[config.mk]
export PLATFORM = sky130hd
export DESIGN_NAME = traffic_conflict_monitor
export DESIGN_NICKNAME = d
export VERILOG_FILES = /design/src/rtl/traffic_conflict_monitor.sv
export SDC_FILE = /design/constraint.sdc
export NUM_CORES = 1
export LEC_CHECK = 0
export CAP_MARGIN = 20
export CORE_AREA = 3 3 68 70
export CTS_CLUSTER_SIZE = 24
export DETAILED_ROUTE_END_ITERATION = 16
export DIE_AREA = 0 0 71 73
export MAX_ROUTING_LAYER = met4
export PLACE_DENSITY = 0.51
export SLEW_MARGIN = 5
export SYNTH_ARGS = -nofsm -noshare
export SYNTH_HDL_FRONTEND = slang
export SYNTH_SLANG_ARGS = --single-unit
[constraint.sdc]
create_clock -name clk -period 2.95 [get_ports clk]
set_clock_uncertainty 0.1 [all_clocks]
set_input_delay 0.59 -clock clk [delete_from_list [all_inputs] [get_ports clk]]
set_output_delay 0.59 -clock clk [all_outputs]
set_load 0.05 [all_outputs]
[src/rtl/traffic_conflict_monitor.sv]
// Safety stage between the trafficlight controller and the lamp drivers.
// Unsafe lamp patterns are forced to all-red; a persistent fault latches a red flash until cleared.
module traffic_conflict_monitor #(
    parameter int FAULT_PERSIST  = 2,
    parameter int FLASH_HALF     = 1,
    parameter int RECOVER_CYCLES = 3
) (
    input  logic       clk,
    input  logic       reset,
    input  logic       r1,
    input  logic       y1,
    input  logic       g1,
    input  logic       r2,
    input  logic       y2,
    input  logic       g2,
    input  logic       clear_fault,
    output logic       lamp_r1,
    output logic       lamp_y1,
    output logic       lamp_g1,
    output logic       lamp_r2,
    output logic       lamp_y2,
    output logic       lamp_g2,
    output logic       fault,
    output logic [2:0] fault_code
);

    localparam int PW = $clog2(FAULT_PERSIST + 1);
    localparam int FW = $clog2(FLASH_HALF + 1);
    localparam int RW = $clog2(RECOVER_CYCLES + 1);
    localparam logic [PW-1:0] PERSIST_MAX  = PW'(FAULT_PERSIST);
    localparam logic [PW-1:0] PERSIST_LAST = PW'(FAULT_PERSIST - 1);
    localparam logic [FW-1:0] FLASH_MAX    = FW'(FLASH_HALF);
    localparam logic [RW-1:0] RECOVER_LAST = RW'(RECOVER_CYCLES - 1);
    localparam logic [5:0]    ALL_RED      = 6'b100_100;

    typedef enum logic [1:0] {
        ST_NORMAL  = 2'd0,
        ST_SUSPECT = 2'd1,
        ST_FAULT   = 2'd2,
        ST_RECOVER = 2'd3
    } state_t;

    state_t        state_r;
    logic [PW-1:0] persist_cnt_r;
    logic [FW-1:0] flash_cnt_r;
    logic [RW-1:0] recover_cnt_r;
    logic [5:0]    lamps_r;
    logic          fault_r;
    logic [2:0]    fault_code_r;

    logic [5:0] cmd_s;
    logic       conflict_s;
    logic       multi_s;
    logic       dark_s;
    logic       bad_s;
    logic       trip_s;

    function automatic logic head_multi(input logic [2:0] h);
        return (h[2] & h[1]) | (h[2] & h[0]) | (h[1] & h[0]);
    endfunction

    function automatic logic head_dark(input logic [2:0] h);
        return ~|h;
    endfunction

    // Classify the incoming command pattern and decide whether this edge trips the fault.
    always_comb begin
        cmd_s      = {r1, y1, g1, r2, y2, g2};
        conflict_s = (g1 | y1) & (g2 | y2);
        multi_s    = head_multi(cmd_s[5:3]) | head_multi(cmd_s[2:0]);
        dark_s     = head_dark(cmd_s[5:3]) | head_dark(cmd_s[2:0]);
        bad_s      = conflict_s | multi_s | dark_s;
        case (state_r)
            ST_NORMAL, ST_RECOVER: trip_s = bad_s & (FAULT_PERSIST == 1);
            ST_SUSPECT:            trip_s = bad_s & (persist_cnt_r >= PERSIST_LAST);
            default:               trip_s = 1'b0;
        endcase
    end

    // Supervisor FSM; lamp outputs take the value belonging to the state being entered.
    always_ff @(posedge clk) begin
        if (reset) begin
            state_r       <= ST_NORMAL;
            persist_cnt_r <= '0;
            flash_cnt_r   <= '0;
            recover_cnt_r <= '0;
            lamps_r       <= ALL_RED;
            fault_r       <= 1'b0;
            fault_code_r  <= 3'b000;
        end else if (trip_s) begin
            state_r       <= ST_FAULT;
            persist_cnt_r <= PERSIST_MAX;
            flash_cnt_r   <= FW'(1);
            lamps_r       <= ALL_RED;
            fault_r       <= 1'b1;
            fault_code_r  <= {dark_s, multi_s, conflict_s};
        end else begin
            case (state_r)
                ST_NORMAL: begin
                    if (bad_s) begin
                        state_r       <= ST_SUSPECT;
                        persist_cnt_r <= PW'(1);
                        lamps_r       <= ALL_RED;
                    end else begin
                        persist_cnt_r <= '0;
                        lamps_r       <= cmd_s;
                    end
                end
                ST_SUSPECT: begin
                    if (bad_s) begin
                        if (persist_cnt_r < PERSIST_MAX) begin
                            persist_cnt_r <= persist_cnt_r + PW'(1);
                        end else begin
                            persist_cnt_r <= persist_cnt_r;
                        end
                        lamps_r <= ALL_RED;
                    end else begin
                        state_r       <= ST_NORMAL;
                        persist_cnt_r <= '0;
                        lamps_r       <= cmd_s;
                    end
                end
                ST_FAULT: begin
                    if (clear_fault && !bad_s) begin
                        state_r       <= ST_RECOVER;
                        persist_cnt_r <= '0;
                        recover_cnt_r <= '0;
                        lamps_r       <= ALL_RED;
                        fault_r       <= 1'b0;
                        fault_code_r  <= 3'b000;
                    end else if (flash_cnt_r >= FLASH_MAX) begin
                        flash_cnt_r <= FW'(1);
                        lamps_r     <= {~lamps_r[5], 2'b00, ~lamps_r[5], 2'b00};
                    end else begin
                        flash_cnt_r <= flash_cnt_r + FW'(1);
                        lamps_r     <= {lamps_r[5], 2'b00, lamps_r[5], 2'b00};
                    end
                end
                ST_RECOVER: begin
                    if (bad_s) begin
                        state_r       <= ST_SUSPECT;
                        persist_cnt_r <= PW'(1);
                        lamps_r       <= ALL_RED;
                    end else if (recover_cnt_r >= RECOVER_LAST) begin
                        state_r <= ST_NORMAL;
                        lamps_r <= cmd_s;
                    end else begin
                        recover_cnt_r <= recover_cnt_r + RW'(1);
                        lamps_r       <= ALL_RED;
                    end
                end
                default: begin
                    state_r       <= ST_NORMAL;
                    persist_cnt_r <= '0;
                    lamps_r       <= ALL_RED;
                    fault_r       <= 1'b0;
                    fault_code_r  <= 3'b000;
                end
            endcase
        end
    end

    assign {lamp_r1, lamp_y1, lamp_g1, lamp_r2, lamp_y2, lamp_g2} = lamps_r;
    assign fault      = fault_r;
    assign fault_code = fault_code_r;

endmodule

# Word level (Yosys, flattened, before mapping)
# Index checks and enable logic that the tools add are counted.
[totals] ff_bits=17 inputBits=9 out_inout_bits=10 wordCells=108
[op_classes] addsub=3 order_cmp=4 eq_ne=19 muxes=33 bitwise_logic=20 reduce_logical=19
[ops] operator="$mux W6" count=5
[ops] operator="$mux W2" count=12
[ops] operator="$ne A3 B3 Y1 const B" count=7
[ops] operator="$pmux W6 S3" count=1
[ops] operator="$pmux W2 S4" count=2
[ops] operator="$ne A2 B2 Y1 const B" count=7
[ops] operator="$or A1 B1 Y1" count=10
[ops] operator="$mux W1" count=9
[ops] operator="$mux W3" count=3
[ops] operator="$and A1 B1 Y1" count=8
[ops] operator="$ne A4 B4 Y1 const B" count=2
[ops] operator="$reduce_and A4 Y1" count=2
[ops] operator="$reduce_and A3 Y1" count=2
[ops] operator="$reduce_bool A2 Y1" count=3
[ops] operator="$reduce_or A3 Y1" count=2
[ops] operator="$reduce_and A5 Y1" count=1
[ops] operator="$add A2 B1 Y2 const B" count=2
[ops] operator="$eq A2 B2 Y1 const B" count=2
[ops] operator="$pmux W2 S2" count=1
[ops] operator="$reduce_and A2 Y1" count=2
[ops] operator="$reduce_or A2 Y1" count=2
[ops] operator="$logic_not A1 Y1" count=3
[ops] operator="$eq A2 B1 Y1 const B" count=1
[ops] operator="$ge A2 B1 Y1 const B" count=1
[ops] operator="other kinds (7)" count=8

# Depth between registers and ports, before layout
[depth] depth_word=11 mapped_depth=7

# Worst setup path before layout
# No wires, ideal clock.
[synth_timing] path_kind="in2reg" startpoint="in r2" endpoint="reg lamps_r[5]" setup_time_ps=122 t_arrival_ps=1927 slack_ps=801 cell_stages=6 n_path_buf=1 cell_sequence="buf_4 nor4b_2 nor3b_2 nor3_1 or3_1 a221o_1"
[synth_between] elab_chain_len=10
[synth_rtl] element="start: declaration" line="13" rtl="input logic r2,"
[synth_rtl] element="$and A1 B1 Y1" line="59" rtl="return (h[2] & h[1]) | (h[2] & h[0]) | (h[1] & h[0]);"
[synth_rtl] element="$or A1 B1 Y1 (2 in series)" line="59"
[synth_rtl] element="$or A1 B1 Y1" line="70" rtl="multi_s = head_multi(cmd_s[5:3]) | head_multi(cmd_s[2:0]);"
[synth_rtl] element="$or A1 B1 Y1" line="72" rtl="bad_s = conflict_s | multi_s | dark_s;"
[synth_rtl] element="$or A1 B1 Y1 (*)" line="72"
[synth_rtl] element="$logic_not A1 Y1" line="124" rtl="if (clear_fault && !bad_s) begin"
[synth_rtl] element="$logic_and A1 B1 Y1" line="124"
[synth_rtl] element="$mux W6" line="124"
[synth_rtl] element="$pmux W6 S3" line="98" rtl="case (state_r)"
[synth_rtl] element="end signal: assignment" line="106" rtl="lamps_r <= cmd_s;"
[synth_rtl] element="end signal: assignment" line="120" rtl="lamps_r <= cmd_s;"
[synth_rtl] element="end signal: assignment" line="133" rtl="lamps_r <= {~lamps_r[5], 2'b00, ~lamps_r[5], 2'b00};"
[synth_rtl] element="end: declaration" line="47" rtl="logic [5:0] lamps_r;"
# Every way passes the cells marked *; elsewhere a longest branch is shown, timed or not.
# A chain may end at the register's enable or synchronous reset.

# Final worst setup path
# Ends and elaborated chain as after synthesis.

==> results.toml <==
[worst_hold_path]
whs_path_depth = 2
hold_class = "register to register"

[floorplan]
die_area_mm2 = 0.00518
die_x_um = 71
io_pins = 19
die_h_um = 73
start_util = 0.248
core-area_mm2 = 0.00403
num_rows = 23

[layout]
seqCellArea_um2 = 340
fin_area_mm2 = 0.00125
fin_cells = 184
antenna_cells = 0
fin_nets = 147
areaGrowthSynthToFinish_pct = 25.0
multi_input_area_um2 = 577
drive_gt1_frac = 0.0821
n_fill_cell = 454

[yosys]
syn_inst = 118
synth_top_area_share = 0.340
synth_xor_area_frac = 0.00875
syn_area_mm2 = 0.00100
synth_mux_area_frac = 0
syn_area_per_cell_um2 = 8.48
synth_compound_area_frac = 0.223
synth_fp_nets = 130
synth_top_family_by_area = "simple AND/OR/NAND/NOR gates"
synth_area_leaders = "dfxtp_1, a21oi_1, ha_1, inv_1, nand2_1"
synth_largest_area_cell = "dfxtp_1"
synth_seq_area_share = 0.340
synthArstFlopShare = 0
synth_fa_ha_area_frac = 0.0375
yosys_warnings = 0
synthSimpleGateAreaFrac = 0.307
synth_cell_type_count = 40
synth_edf_count = 0
synth-seq-cells = 17
synthFlopType = "dfxtp_1"

[sta]
worst_slew_pin_slew_ps = 507
final_hold_viol_count = 0
fmax_mhz = 392
finalSetupViolCount = 0
setup_tns_ps = 0
period_minus_slack_ps = 2550
slew_headroom = 0.661
final_max_slew_viol_count = 0
rsz0062_at_grt = "false"
worst_slack_ps = 401
layout_worst_path_cycle_share = 0.864

[clock_tree]
hold_buffers = 0
cts-root-buf = "clkbuf_8"
cts_buffers = 3
clock_sinks = 17
post_cts_resize_count = 0
clkLatencyLatePin_ps = 250
htreeDepth = 1
cts_tree = "yes"
cts_setup_buffers = 0
clock_path_buffers = 2
clk_pin_slew_ps = 70

[global_routing]
antenna_found_initial = 0
grt_max_degree = 13
grt.total_usage = 0.106
overflow = 0
grt_pass1_wl_um = 4210
grt_pass1_vias = 922

[placement]
place_congestion = 0.794
numPlacedInstances = 180
numPortBuffers = 18
dpl_cell_area_mm2 = 0.00120
post-dp-hpwl_um = 1850
dpl_worst_slack_ps = 147

[detailed_routing]
vias = 932
wl_per_cell_um = 13.3
first_pass_iters = 4
viasPerCell = 5.07
first_iter_violations = 47
routed_wl_um = 2450
ant_nets = 0
drc_errors = 0

[critical_path]
cp.arrival_ps = 2590
worst-setup-path-type = "input port to register"
slowest_stage = "clkdlybuf4s50_1"
start_kind = "input port"
ff2ff_path_depth = 6
cp_num_buf_inv = 1
crit_chain = "clkdlybuf4s50_1 -> and4bb_1 -> a22o_1 -> nor3_1 -> o21ai_0 -> a221o_1"
cp_top_family = "compound AO/OA/AOI/OAI gates"
max_stage_delay_ps = 570
critical_path_peak_fanout = 9
cp.required_ps = 2990
endpoint_kind = "register"
cp.depth = 6

[power_and_ir_drop]
p_leak_nw = 0.462
power_density_mw_per_mm2 = 526
ir_drop_uv = 209

[outcome]
status = "finished, final reports clean"

[job]
drv_cap = 0
where the power goes:
part	leakage (nW)	internal (mW)	switching, mW
logic	0.297	0.0833	0.123
registers	0.139	0.254	0.0238
clock network	0.0255	0.0937	0.0795
total	0.462	0.431	0.227
tightest hold or removal path: cells and delay by family (launching register included):
kind	cells	cell delay, ps
DFF	1	310
and+or+nand+nor	1	50
AOI/OAI and AO/OA	1	50
kinds of logic (layout without fill, tap and decap cells):
| family | Yosys count | count (layout) |
|---|---|---|
| compound gates | 33 | 33 |
| xor+xnor | 1 | 1 |
| fa+ha+maj | 3 | 3 |
| buf+inv | 17 | 33 |
| flops | 17 | 17 |
| simple gates | 47 | 47 |
final timing paths:
| check | startpoint | slack [ps] | to |
|---|---|---|---|
| worst max-delay path | r2 | 400 | lamps_r[5]$_SDFFE_PP1P_ |
| worst min-delay path | fault_code[1]$_SDFFE_PP0P_ | 370 | fault_code[1]$_SDFFE_PP0P_ |
| worst max register to register | persist_cnt_r[0]$_SDFFE_PP0P_ | 1000 | fault_code[0]$_SDFFE_PP0P_ |
| worst min register to register | fault_code[1]$_SDFFE_PP0P_ | 370 | fault_code[1]$_SDFFE_PP0P_ |
registers in the layout (all words and copies together), names as in the netlist:
| signal | cells |
|---|---|
| fault | 1 |
| fault_code | 3 |
| flash_cnt_r | 1 |
| lamps_r | 6 |
| persist_cnt_r | 2 |
| recover_cnt_r | 2 |
| state_r | 2 |
cells in the mapped netlist (all sizes together) (2+ instances only):
master,number
dfxtp,17
inv,10
nand2,10
a21oi,9
nor3,7
nor3b,6
o21ai,6
nor2,5
buf,4
a211oi,3
a22oi,3
a31oi,3
clkbuf,3
ha,3
nand3,3
nand4,3
nand2b,2
nand3b,2
nor4b,2
o211a,2
or3,2
layout make-up:
cell class,instances,share of cell area
multi-input cells,84,0.461
inverters,10,0.0300
clock inverters,1,0.00400
clock buffers,3,0.0330
well taps,50,0.0500
repair buffers,19,0.150
flip-flops and latches,17,0.272
layer usage:
metal  track usage  share of wire
met5             -              0
met4        0.0334          0.012
met3        0.0358          0.052
met2         0.162           0.47
met1         0.132           0.46
per-stage QoR:
| step | hold WS [ps] | utilization | power [mW] |
|---|---|---|---|
| CTS | 371 | 0.311 | 0.667 |
| floorplan | 359 | - | 0.430 |
| global route | 383 | 0.311 | 0.700 |
| finish | 365 | 0.311 | 0.658 |
| detailed placement | 356 | 0.299 | 0.489 |
| global placement | 366 | 0.299 | 0.485 |
layout by cell type (no fill, tap or decap), types with 2 or more instances in the layout:
| master | count |
|---|---|
| nor3_1 | 7 |
| nand3_1 | 2 |
| a211oi_1 | 3 |
| nor4b_2 | 2 |
| clkbuf_8 | 3 |
| clkdlybuf4s50_1 | 18 |
| nor2_1 | 5 |
| ha_1 | 3 |
| a31oi_1 | 3 |
| nand2_1 | 10 |
| nand4_1 | 2 |
| o211a_1 | 2 |
| nand2b_1 | 2 |
| or3_1 | 2 |
| nand3b_1 | 2 |
| a21oi_1 | 9 |
| nor3b_1 | 5 |
| o21ai_0 | 6 |
| dfxtp_1 | 17 |
| inv_1 | 10 |
| a22oi_1 | 2 |
(Power assumes the default switching activity.)
